## config.mk

```make
export PLATFORM = sky130hd
export DESIGN_NAME = demux_1x4_buf
export DESIGN_NICKNAME = d
export VERILOG_FILES = /design/src/rtl/demux_1x4_buf_pkg.sv /design/src/rtl/demux_1x4_buf_lane_buf.sv /design/src/rtl/demux_1x4_buf.sv
export SDC_FILE = /design/constraint.sdc
export NUM_CORES = 1
export LEC_CHECK = 0
export ABC_AREA = 0
export CAP_MARGIN = 20
export CORE_MARGIN = 8
export CORE_UTILIZATION = 40
export CTS_BUF_LIST = sky130_fd_sc_hd__clkbuf_4 sky130_fd_sc_hd__clkbuf_8 sky130_fd_sc_hd__clkbuf_16
export CTS_CLUSTER_SIZE = 10
export DETAILED_ROUTE_END_ITERATION = 6
export DONT_BUFFER_PORTS = 1
export MAX_ROUTING_LAYER = met4
export PLACE_DENSITY = 0.52
export SYNTH_ARGS = -nofsm -noshare
export SYNTH_HDL_FRONTEND = slang
export SYNTH_SLANG_ARGS = --single-unit
```

## constraint.sdc

```tcl
create_clock -name clk -period 1.1 [get_ports clk]
set_input_delay 0.22 -clock clk [delete_from_list [all_inputs] [get_ports clk]]
set_output_delay 0.22 -clock clk [all_outputs]
set_load 0.01 [all_outputs]
```

## src/rtl/demux_1x4_buf_pkg.sv

```systemverilog
// Shared definitions for the registered 1-to-4 demultiplexer:
// lane count, select width, lane encodings and a one-hot lane decode helper.
package demux_1x4_buf_pkg;

  localparam int unsigned LANES = 4;
  localparam int unsigned SEL_W = 2;

  typedef enum logic [SEL_W-1:0] {
    LANE0 = 2'd0,
    LANE1 = 2'd1,
    LANE2 = 2'd2,
    LANE3 = 2'd3
  } lane_e;

  // One-hot decode of a lane number.
  function automatic logic [LANES-1:0] lane_onehot(input lane_e lane);
    logic [LANES-1:0] oh;
    oh = '0;
    oh[lane] = 1'b1;
    return oh;
  endfunction

endpackage

```

## src/rtl/demux_1x4_buf_lane_buf.sv

```systemverilog
// One-entry output buffer for a single demux lane.
// A load always wins over a drain, so a lane can be emptied and refilled in
// the same cycle and sustain one word per cycle. Data holds after a drain.
module lane_buf #(
  parameter int unsigned WIDTH = 4
) (
  input  logic             clk,
  input  logic             rst,
  input  logic             load,
  input  logic [WIDTH-1:0] data,
  input  logic             out_ready,
  output logic             out_valid,
  output logic [WIDTH-1:0] out_data
);

  // Buffer state: load captures the word, drain only clears valid.
  always_ff @(posedge clk or posedge rst) begin
    if (rst) begin
      out_valid <= 1'b0;
      out_data  <= '0;
    end else if (load) begin
      out_valid <= 1'b1;
      out_data  <= data;
    end else if (out_valid && out_ready) begin
      out_valid <= 1'b0;
    end
  end

endmodule

```

## src/rtl/demux_1x4_buf.sv

```systemverilog
// Registered 1-to-4 demultiplexer with a one-entry buffer per lane.
// Optional feature macro: DEMUX_AUTO_SEL_EN -- when defined, sel is ignored
// and a round-robin pointer (advancing on each accept) chooses the lane.
module demux_1x4_buf
  import demux_1x4_buf_pkg::*;
#(
  parameter int unsigned WIDTH = 4
) (
  input  logic                   clk,
  input  logic                   rst,
  input  logic                   in_valid,
  input  logic [WIDTH-1:0]       in_data,
  input  logic [SEL_W-1:0]       sel,
  output logic                   in_ready,
  output logic [LANES-1:0]       out_valid,
  output logic [LANES*WIDTH-1:0] out_data,
  input  logic [LANES-1:0]       out_ready,
  output logic [SEL_W-1:0]       cur_sel
);

  logic             accept;
  logic [LANES-1:0] load;

`ifdef DEMUX_AUTO_SEL_EN
  logic [SEL_W-1:0] ptr;
  logic             unused_sel;

  assign unused_sel = ^sel;

  // Round-robin pointer: steps to the next lane on every accept, wraps 3->0,
  // and simply waits while the pointed-to lane is full.
  always_ff @(posedge clk or posedge rst) begin
    if (rst) begin
      ptr <= '0;
    end else if (accept) begin
      ptr <= ptr + 1'b1;
    end
  end

  assign cur_sel = ptr;
`else
  assign cur_sel = sel;
`endif

  // Ready when the target lane is empty or is being drained this cycle;
  // in_valid never feeds back into in_ready.
  always_comb begin
    in_ready = ~out_valid[cur_sel] | out_ready[cur_sel];
    accept   = in_valid & in_ready;
    load     = '0;
    if (accept) begin
      load = lane_onehot(lane_e'(cur_sel));
    end
  end

  for (genvar k = 0; k < LANES; k++) begin : g_lane
    lane_buf #(
      .WIDTH(WIDTH)
    ) u_lane (
      .clk      (clk),
      .rst      (rst),
      .load     (load[k]),
      .data     (in_data),
      .out_ready(out_ready[k]),
      .out_valid(out_valid[k]),
      .out_data (out_data[k*WIDTH +: WIDTH])
    );
  end

endmodule

```

==> impl_metrics.csv, run 1 <==
group,metric,value,unit
flow_run,cap_violations,0,
setup_path,r2r_start,"g_lane[1].u_lane.out_valid$_DFFE_PP0P_",
setup_path,crit_end,"in_ready",
yosys,ys_ff_latch,20,
die,die_h,62.2,um
placed_design,portBuffers,0,
route,ant_nets,0,
power,p_leak,0.000519,uW
yosys,synth_top_area_share,58.7,%
power,pwr-share-clk,31.0,%
layout,instances_no_fill,101,
yosys,syn_inst,61,
clock_network,path_clk_slew,120,ps
route,vias,513,
setup_path,crit_required,880,ps
sta,finalCritPeriodShare,137,%
sta,timing.hold.ws,10.3,ps
sta,fmax,0.666,GHz
power,totalPowerFinal,1950,uW
power,seqPwrFrac,53.0,%
yosys,synth.area.top_cells,"dfrtp_1, mux2_2, buf_4, nand2b_1, mux4_2",
setup_path,reg2reg_slack,-250,ps
layout,nets,88,
route,drt_iter0_drc,9,
route,viasPerCell,5.08,
outcome,status,"finished with violations",
die,core-area,1980,um2
layout,drive_gt1_share,52.7,%
setup_path,worstSetupStartpointType,"flop",
layout,multi_input_area,359,um2
grt,grt_use_total,10.4,%
sta,worst_slew_pin_slew,292,ps
die,boundaryPins,36,
grt,first_global_vias,564,
power,combPwrFrac,16.0,%
grt,grt-ovfl-total,0,
setup_path,cpPeakStageDelay,510,ps
yosys,yosys.area.top_type,"dfrtp_1",
clock_network,clock-sinks,20,
yosys,ys_types,15,
sta,period_needed,1500,ps
sta,worst_clock_skew,3.42,ps
sta,hold_viol,0,
setup_path,cp_max_fo,2,
layout,num_antenna_cells,0,
setup_path,cp-end-kind,"primary output",
route,firstDrtPassIters,3,
layout,ff_latch_area,500,um2
yosys,avgSynthCellArea,14.0,um2
layout,final_cell_mix,"dfrtp_1, mux2_4, buf_4",
route,finalWirelength,1.95,mm
power,power.internal,1460,uW
layout,n_fill_cell,154,
yosys,syn_nets,74,
power,swShare,25.5,%
grt,grt_pass1_wl,3.11,mm
setup_path,critPathKind,"flop to primary output",
clock_network,numCtsBuffers,3,
setup_path,critPathLaunch,"g_lane[1].u_lane.out_valid$_DFFE_PP0P_",
clock_network,cts-root-buf,"clkbuf_4",
die,start_util,43.0,%
route,drc,0,
layout,syn_to_final_growth,28.5,%
grt,grt_max_degree,21,
grt,antenna_found_initial,0,
outcome,failed_checks,"setup timing",
sta,maxSlewViolCount,0,
sta,fin_ws,-402,ps
route,routedWlPerCell,19.3,um
clock_network,clock_path_buffers,2,
placed_design,hpwlAfterDp,1.40,mm
placed_design,place_inst,88,
clock_network,cts_htree_levels,1,
die,die_area,3860,um2
layout,post-route-util,55.2,%
setup_path,ff2ff_path_depth,5,
die,rows,16,
yosys,yosys_warnings,0,
yosys,synth_area,852,um2
power,vdd_drop_max,0.000947,V
sta,rsz0062_at_grt,"true",
setup_path,r2r_end,"g_lane[1].u_lane.out_data[1]$_DFFE_PP0P_",
die,die_w,62.2,um
min_path,hold_class,"input pin to flop",
layout,final_common_cell,"dfrtp_1",
setup_path,slowest_stage,"mux4_2",
power,p_per_area,1780,nW/um2
sta,setup_violations,19,
placed_design,gp_congestion,0.784,
sta,maxSlewHeadroom,80.5,%
clock_network,tritoncts,"done",
setup_path,worstPathArrival,1280,ps
power,p_switching,497,uW
setup_path,path_cells,"nand2b_1, mux4_2",
yosys,seq_area_frac_synth,58.7,%
clock_network,clk_latency,300,ps
## power groups by stage
stage / Combinational [uW] / Clock [uW] / Sequential [uW]
floorplan: 215 / 0 / 1010
global placement: 229 / 0 / 1050
detailed placement: 239 / 0 / 1050
CTS: 300 / 614 / 1040
global route: 340 / 655 / 1050
finish: 312 / 606 / 1040
## layout make-up
cell class                      count  area share, %
Clock inverter                      1           2.74
Sequential cell                    20           45.7
Multi-Input combinational cell     33           32.8
Tap cell                           27           3.09
Timing Repair Buffer               16           13.3
Clock buffer                        3           2.06
Inverter                            1          0.343
## repair_timing
action | in CTS | in global routing
hold endpoints to repair | 20 | 0
setup endpoints to repair | 17 | 19
gates resized for setup | 12 | 3
hold buffers | 1 | 0
setup buffers | 9 | 3
## synthesized netlist by cell type
| master | count |
|---|---|
| nand2b_1 | 4 |
| buf_4 | 6 |
| mux2_2 | 16 |
| buf_2 | 1 |
| dfrtp_1 | 20 |
| nand3_1 | 1 |
| nor3b_2 | 1 |
| nand3b_1 | 1 |
| mux4_2 | 1 |
| and3_1 | 1 |
| o21ai_0 | 1 |
| inv_1 | 1 |
| nor2b_2 | 1 |
| nor2b_1 | 1 |
| nand2_1 | 5 |
## sequential cells by signal (all words and copies together) (netlist names)
name / count
g_lane.u_lane.out_valid: 4
g_lane.u_lane.out_data: 16
## cell families after synthesis
logic type	count (synthesis)	share of synthesized area, %
flops	20	58.7
mux	17	23.8
simple gates	15	10.6
buf+inv	8	6.31
compound gates	1	0.587
## metrics by stage
step | cell area, um2 | TNS (ps) | setup slack (ps)
5_1_grt | 1090 | -4700 | -448
6_report | 1090 | -3680 | -402
3_3_place_gp | 915 | -1580 | -174
2_1_floorplan | 885 | -323 | -56.5
3_5_place_dp | 915 | -1930 | -210
4_1_cts | 1060 | -3330 | -394
## critical path: cells and delay by family, from the launching register on
kind / cells / cell delay [ps]
AND/OR/NAND/NOR: 1 / 80
flip-flops: 1 / 380
multiplexers: 1 / 510
## routing by layer
layer	part of all wire [%]	up-vias	GRT usage, %
li1	-	228	-
met1	43	258	13.1
met2	47	23	14.1
met3	8.3	4	3.94
met4	1.7	0	5.25
met5	0	-	-
## worst min-delay path by stage
stage	start	end	slack, ps	cells after the start
after CTS	sel[1]	g_lane[2].u_lane.out_valid$_DFFE_PP0P_	30	2
after floorplan	rst	g_lane[0].u_lane.out_data[0]$_DFFE_PP0P_	180	1
after global routing	sel[1]	g_lane[1].u_lane.out_valid$_DFFE_PP0P_	-0.4	1
after detailed placement	rst	g_lane[2].u_lane.out_data[2]$_DFFE_PP0P_	160	2
final	sel[1]	g_lane[1].u_lane.out_valid$_DFFE_PP0P_	10	1
after global placement	rst	g_lane[2].u_lane.out_data[2]$_DFFE_PP0P_	150	2
Note: power is estimated with default switching activity, not from simulation.
==> run 2: changes to the inputs <==
--- a/config.mk
+++ b/config.mk
@@ -7,14 +7,16 @@
 export LEC_CHECK = 0
 export ABC_AREA = 0
 export CAP_MARGIN = 20
+export CELL_PAD_IN_SITES_DETAIL_PLACEMENT = 1
+export CELL_PAD_IN_SITES_GLOBAL_PLACEMENT = 2
 export CORE_MARGIN = 8
-export CORE_UTILIZATION = 40
+export CORE_UTILIZATION = 33
 export CTS_BUF_LIST = sky130_fd_sc_hd__clkbuf_4 sky130_fd_sc_hd__clkbuf_8 sky130_fd_sc_hd__clkbuf_16
 export CTS_CLUSTER_SIZE = 10
 export DETAILED_ROUTE_END_ITERATION = 6
 export DONT_BUFFER_PORTS = 1
 export MAX_ROUTING_LAYER = met4
-export PLACE_DENSITY = 0.52
+export PLACE_DENSITY = 0.65
 export SYNTH_ARGS = -nofsm -noshare
 export SYNTH_HDL_FRONTEND = slang
 export SYNTH_SLANG_ARGS = --single-unit
==> impl_metrics.csv, run 2 (synthesis results as in run 1) <==
group,metric,value,unit
layout,final_common_cell,"dfrtp_1",
placed_design,pre_cts_ws,-162,ps
placed_design,portBuffers,0,
layout,drive_gt1_share,49.3,%
power,pwr-share-clk,30.9,%
layout,post-route-util,43.6,%
setup_path,critPathKind,"flop to primary output",
power,totalPowerFinal,1930,uW
grt,grt-ovfl-total,0,
clock_network,clk_latency,300,ps
sta,worst_slew_pin_slew,266,ps
min_path,whs_path_depth,2,
min_path,min_to,"g_lane[2].u_lane.out_valid$_DFFE_PP0P_",
die,core-area,2450,um2
layout,num_antenna_cells,0,
min_path,hold_class,"input pin to flop",
setup_path,worstSetupStartpointType,"flop",
sta,fmax,0.666,GHz
power,seqPwrFrac,53.6,%
setup_path,cp-end-kind,"primary output",
power,p_leak,0.000511,uW
layout,syn_to_final_growth,25.7,%
setup_path,ff2ff_path_depth,5,
clock_network,tritoncts,"done",
layout,ff_latch_area,500,um2
grt,grt_use_total,9.66,%
placed_design,hpwlAfterDp,1.49,mm
setup_path,cpPeakStageDelay,520,ps
flow_run,cap_violations,0,
sta,rsz0062_at_grt,"true",
layout,multi_input_area,358,um2
setup_path,cp_max_fo,3,
sta,maxSlewViolCount,0,
route,ant_nets,0,
route,routedWlPerCell,19.7,um
setup_path,crit_buf_inv,0,
grt,antenna_found_initial,0,
setup_path,path_cells,"nand2b_1, mux4_2",
grt,grt_max_degree,21,
setup_path,worstPathArrival,1280,ps
die,die_h,66.8,um
layout,n_fill_cell,249,
route,firstDrtPassIters,3,
die,rows,18,
clock_network,cts-root-buf,"clkbuf_4",
placed_design,gp_congestion,0.693,
die,die_area,4460,um2
sta,fin_ws,-402,ps
layout,final_cell_mix,"dfrtp_1, mux2_4, buf_4",
clock_network,path_clk_slew,110,ps
sta,hold_viol,0,
power,p_per_area,1800,nW/um2
min_path,hold_path.startpoint,"sel[1]",
clock_network,clock_path_buffers,2,
sta,worst_clock_skew,4.80,ps
setup_path,reg2reg_slack,-220,ps
setup_path,r2r_end,"g_lane[1].u_lane.out_data[3]$_DFFE_PP0P_",
power,p_switching,481,uW
clock_network,cts_htree_levels,1,
route,finalWirelength,1.99,mm
grt,first_global_vias,543,
grt,grt_pass1_wl,3.11,mm
sta,period_needed,1500,ps
sta,timing.hold.ws,28.3,ps
outcome,failed_checks,"setup timing",
power,vdd_drop_max,0.00114,V
die,start_util,34.7,%
layout,largest_register_ffs,16,
die,boundaryPins,36,
clock_network,clock-sinks,20,
layout,nets,85,
power,power.internal,1450,uW
route,viasPerCell,4.94,
setup_path,slowest_stage,"mux4_2",
route,vias,499,
layout,top_regs,"g_lane.u_lane.out_data x16, g_lane.u_lane.out_valid x4",
setup_path,critPathTopFamily,"multiplexers",
power,swShare,24.9,%
sta,finalCritPeriodShare,137,%
sta,setup_violations,18,
outcome,status,"finished with violations",
layout,regMostFlops,"g_lane.u_lane.out_data",
power,combPwrFrac,15.6,%
die,die_w,66.8,um
setup_path,r2r_start,"g_lane[1].u_lane.out_valid$_DFFE_PP0P_",
clock_network,numCtsBuffers,3,
sta,maxSlewHeadroom,82.3,%
sta,setup_tns,-2710,ps
route,drt_iter0_drc,14,
setup_path,crit_required,880,ps
route,drc,0,
[run 2: cell types whose count changed in the layout (fill, tap and decap cells not counted), sizes merged]
| cell | previous run | this run |
|---|---|---|
| buf | 15 | 12 |
[run 2: per-stage QoR]
| step | cell area, um2 | cells |
|---|---|---|
| after global placement | 911 | 90 |
| after detailed placement | 911 | 90 |
| final | 1070 | 101 |
| after floorplan | 885 | 61 |
| after global routing | 1070 | 101 |
| after CTS | 1040 | 99 |
[run 2: timing repair]
item                                    4_1_cts  5_1_grt
pin swaps                                     0        0
resized for setup                             9        5
hold buffers                                  1        0
endpoints found under the hold margin        20        0
buffers inserted                              4        2
endpoints found under the setup margin       17       19
[run 2: cell type report]
cell class                 count  area share (%)
clock buffer                   3            2.10
timing repair buffer          13            11.1
clock inverter                 1            2.80
tap                           30            3.50
multi-input combinational     33            33.4
sequential                    20            46.7
inverter                       1           0.350
[run 2: layer usage]
metal | share of wire (%) | vias up | wire length [um] | global-route usage (%)
met5 | 0 | - | 0 | -
met4 | 0.60 | 0 | 12 | 3.20
met3 | 12 | 2 | 242 | 6.21
met2 | 49 | 22 | 975 | 14.5
met1 | 38 | 253 | 756 | 10.1
li1 | - | 222 | - | -
[run 2: power groups by stage]
stage          clock network, uW  logic (uW)  registers, uW
6_report                     596         301           1030
5_1_grt                      649         327           1060
4_1_cts                      621         278           1040
3_5_place_dp                   0         236           1060
3_3_place_gp                   0         228           1050
2_1_floorplan                  0         215           1010
[run 2: worst max path at each step]
stage	from	to	slack [ps]	depth (start not counted)
4_1_cts	g_lane[0].u_lane.out_valid$_DFFE_PP0P_	in_ready	-420	2
5_1_grt	g_lane[0].u_lane.out_valid$_DFFE_PP0P_	in_ready	-470	2
6_report	g_lane[0].u_lane.out_valid$_DFFE_PP0P_	in_ready	-400	2
3_3_place_gp	g_lane[1].u_lane.out_valid$_DFFE_PP0P_	g_lane[1].u_lane.out_data[0]$_DFFE_PP0P_	-110	3
3_5_place_dp	g_lane[1].u_lane.out_valid$_DFFE_PP0P_	g_lane[1].u_lane.out_data[3]$_DFFE_PP0P_	-160	3
2_1_floorplan	g_lane[1].u_lane.out_valid$_DFFE_PP0P_	g_lane[1].u_lane.out_data[0]$_DFFE_PP0P_	-60	3
[run 2: worst reg2reg max path, stage by stage, from the launching register on]
cell      delay (ps)
dfrtp_1          400
nand2b_1          90
buf_4            110
nor3b_4          170
buf_6            150
mux2_4           300
==> run 3: changes to the inputs <==
--- a/config.mk
+++ b/config.mk
@@ -10,13 +10,13 @@
 export CELL_PAD_IN_SITES_DETAIL_PLACEMENT = 1
 export CELL_PAD_IN_SITES_GLOBAL_PLACEMENT = 2
 export CORE_MARGIN = 8
-export CORE_UTILIZATION = 33
+export CORE_UTILIZATION = 25
 export CTS_BUF_LIST = sky130_fd_sc_hd__clkbuf_4 sky130_fd_sc_hd__clkbuf_8 sky130_fd_sc_hd__clkbuf_16
 export CTS_CLUSTER_SIZE = 10
 export DETAILED_ROUTE_END_ITERATION = 6
 export DONT_BUFFER_PORTS = 1
 export MAX_ROUTING_LAYER = met4
-export PLACE_DENSITY = 0.65
+export PLACE_DENSITY = 0.51
 export SYNTH_ARGS = -nofsm -noshare
 export SYNTH_HDL_FRONTEND = slang
 export SYNTH_SLANG_ARGS = --single-unit
==> impl_metrics.csv, run 3 (synthesis results as in run 1) <==
group,metric,value,unit
route,ant_nets,0,
clock_network,clock-sinks,20,
power,vdd_drop_max,0.000566,V
die,die_h,74.4,um
layout,nets,89,
clock_network,clk_latency,300,ps
route,firstDrtPassIters,3,
layout,regMostFlops,"g_lane.u_lane.out_data",
layout,drive_gt1_share,54.7,%
setup_path,crit_required,880,ps
placed_design,gp_congestion,0.710,
grt,grt-ovfl-total,0,
setup_path,worstSetupStartpointType,"flop",
route,drt_iter0_drc,25,
sta,worst_clock_skew,9.51,ps
grt,grt_pass1_wl,3.19,mm
layout,num_antenna_cells,0,
layout,largest_register_ffs,16,
route,drc,0,
die,start_util,25.7,%
sta,finalCritPeriodShare,136,%
layout,syn_to_final_growth,33.3,%
route,finalWirelength,2.14,mm
grt,first_global_vias,551,
outcome,status,"finished with violations",
layout,post-route-util,34.3,%
grt,grt_max_degree,21,
setup_path,worstPathArrival,1280,ps
setup_path,path_cells,"nand2b_1, mux4_2",
placed_design,pre_cts_ws,-171,ps
sta,period_needed,1500,ps
die,boundaryPins,36,
layout,final_common_cell,"dfrtp_1",
setup_path,cpPeakStageDelay,530,ps
placed_design,portBuffers,0,
setup_path,crit_buf_inv,0,
sta,hold_viol,0,
placed_design,hpwlAfterDp,1.61,mm
clock_network,cts_htree_levels,1,
setup_path,cp_max_fo,2,
setup_path,slowest_stage,"mux4_2",
sta,fin_ws,-397,ps
layout,final_cell_mix,"dfrtp_1, mux2_4, buf_4",
setup_path,critPathKind,"flop to primary output",
clock_network,path_clk_slew,120,ps
min_path,hold_class,"input pin to flop",
grt,grt_use_total,8.19,%
die,die_w,74.4,um
clock_network,numCtsBuffers,3,
sta,rsz0062_at_grt,"true",
power,p_leak,0.000530,uW
layout,top_regs,"g_lane.u_lane.out_data x16, g_lane.u_lane.out_valid x4",
grt,antenna_found_initial,0,
outcome,failed_checks,"setup timing",
route,viasPerCell,4.19,
die,core-area,3310,um2
die,rows,21,
clock_network,cts-root-buf,"clkbuf_4",
sta,worst_slew_pin_slew,266,ps
route,vias,507,
clock_network,tritoncts,"done",
power,p_per_area,1720,nW/um2
sta,fmax,0.668,GHz
clock_network,clock_path_buffers,2,
sta,setup_tns,-3200,ps
sta,timing.hold.ws,28.0,ps
setup_path,critPathTopFamily,"multiplexers",
setup_path,cp-end-kind,"primary output",
sta,maxSlewHeadroom,82.3,%
die,die_area,5530,um2
route,routedWlPerCell,17.7,um
flow_run,cap_violations,0,
sta,setup_violations,19,
sta,maxSlewViolCount,0,
-- run 3: cell count changes in the layout (fill, tap and decap cells not counted), sizes merged --
cell  before  now
buf       12   16
-- run 3: metrics by stage --
step                      area (um2)  instances  power, uW
after floorplan                  885         61       1220
after global placement           953        109       1290
after detailed placement         953        109       1300
after CTS                       1100        119       1980
after global routing            1140        121       2060
final                           1140        121       1960
-- run 3: final timing paths --
kind | start | endpoint | slack [ps] | cells past startpoint
worst max register to register | g_lane[2].u_lane.out_valid$_DFFE_PP0P_ | g_lane[2].u_lane.out_data[2]$_DFFE_PP0P_ | -210 | 5
min in group asynchronous | rst | g_lane[3].u_lane.out_valid$_DFFE_PP0P_ | 370 | 3
worst min-delay path | sel[1] | g_lane[1].u_lane.out_valid$_DFFE_PP0P_ | 30 | 1
worst max-delay path | g_lane[3].u_lane.out_valid$_DFFE_PP0P_ | in_ready | -400 | 2
worst min register to register | g_lane[2].u_lane.out_valid$_DFFE_PP0P_ | g_lane[2].u_lane.out_valid$_DFFE_PP0P_ | 560 | 2
max in group asynchronous | rst | g_lane[2].u_lane.out_data[2]$_DFFE_PP0P_ | 510 | 3
-- run 3: what timing repair did --
action / CTS / global route
hold buffers: 1 / 0
setup buffers: 5 / 2
gates resized for setup: 12 / 6
endpoints found under the setup margin: 18 / 21
cloned: 0 / 0
endpoints found under the hold margin: 20 / 0
-- run 3: area by class of cell --
class | count | area [um2]
Fill cell | 363 | 2170
Multi-Input combinational cell | 33 | 365
Clock inverter | 1 | 30.0
Tap cell | 46 | 57.6
Sequential cell | 20 | 500
Inverter | 1 | 3.75
Timing Repair Buffer | 17 | 156
Clock buffer | 3 | 22.5
-- run 3: power by group --
group          internal [uW]  total (uW)  leakage (uW)  switching (uW)
clock                    368         602     0.0000279             234
combinational            224         317      0.000260            93.3
sequential               870        1040      0.000242             167
total                   1460        1960      0.000530             494
-- run 3: routing by layer --
layer	track usage, %	routed length, um
met1	9.54	892
met2	10.9	980
met3	4.31	249
met4	4.57	19
met5	-	0
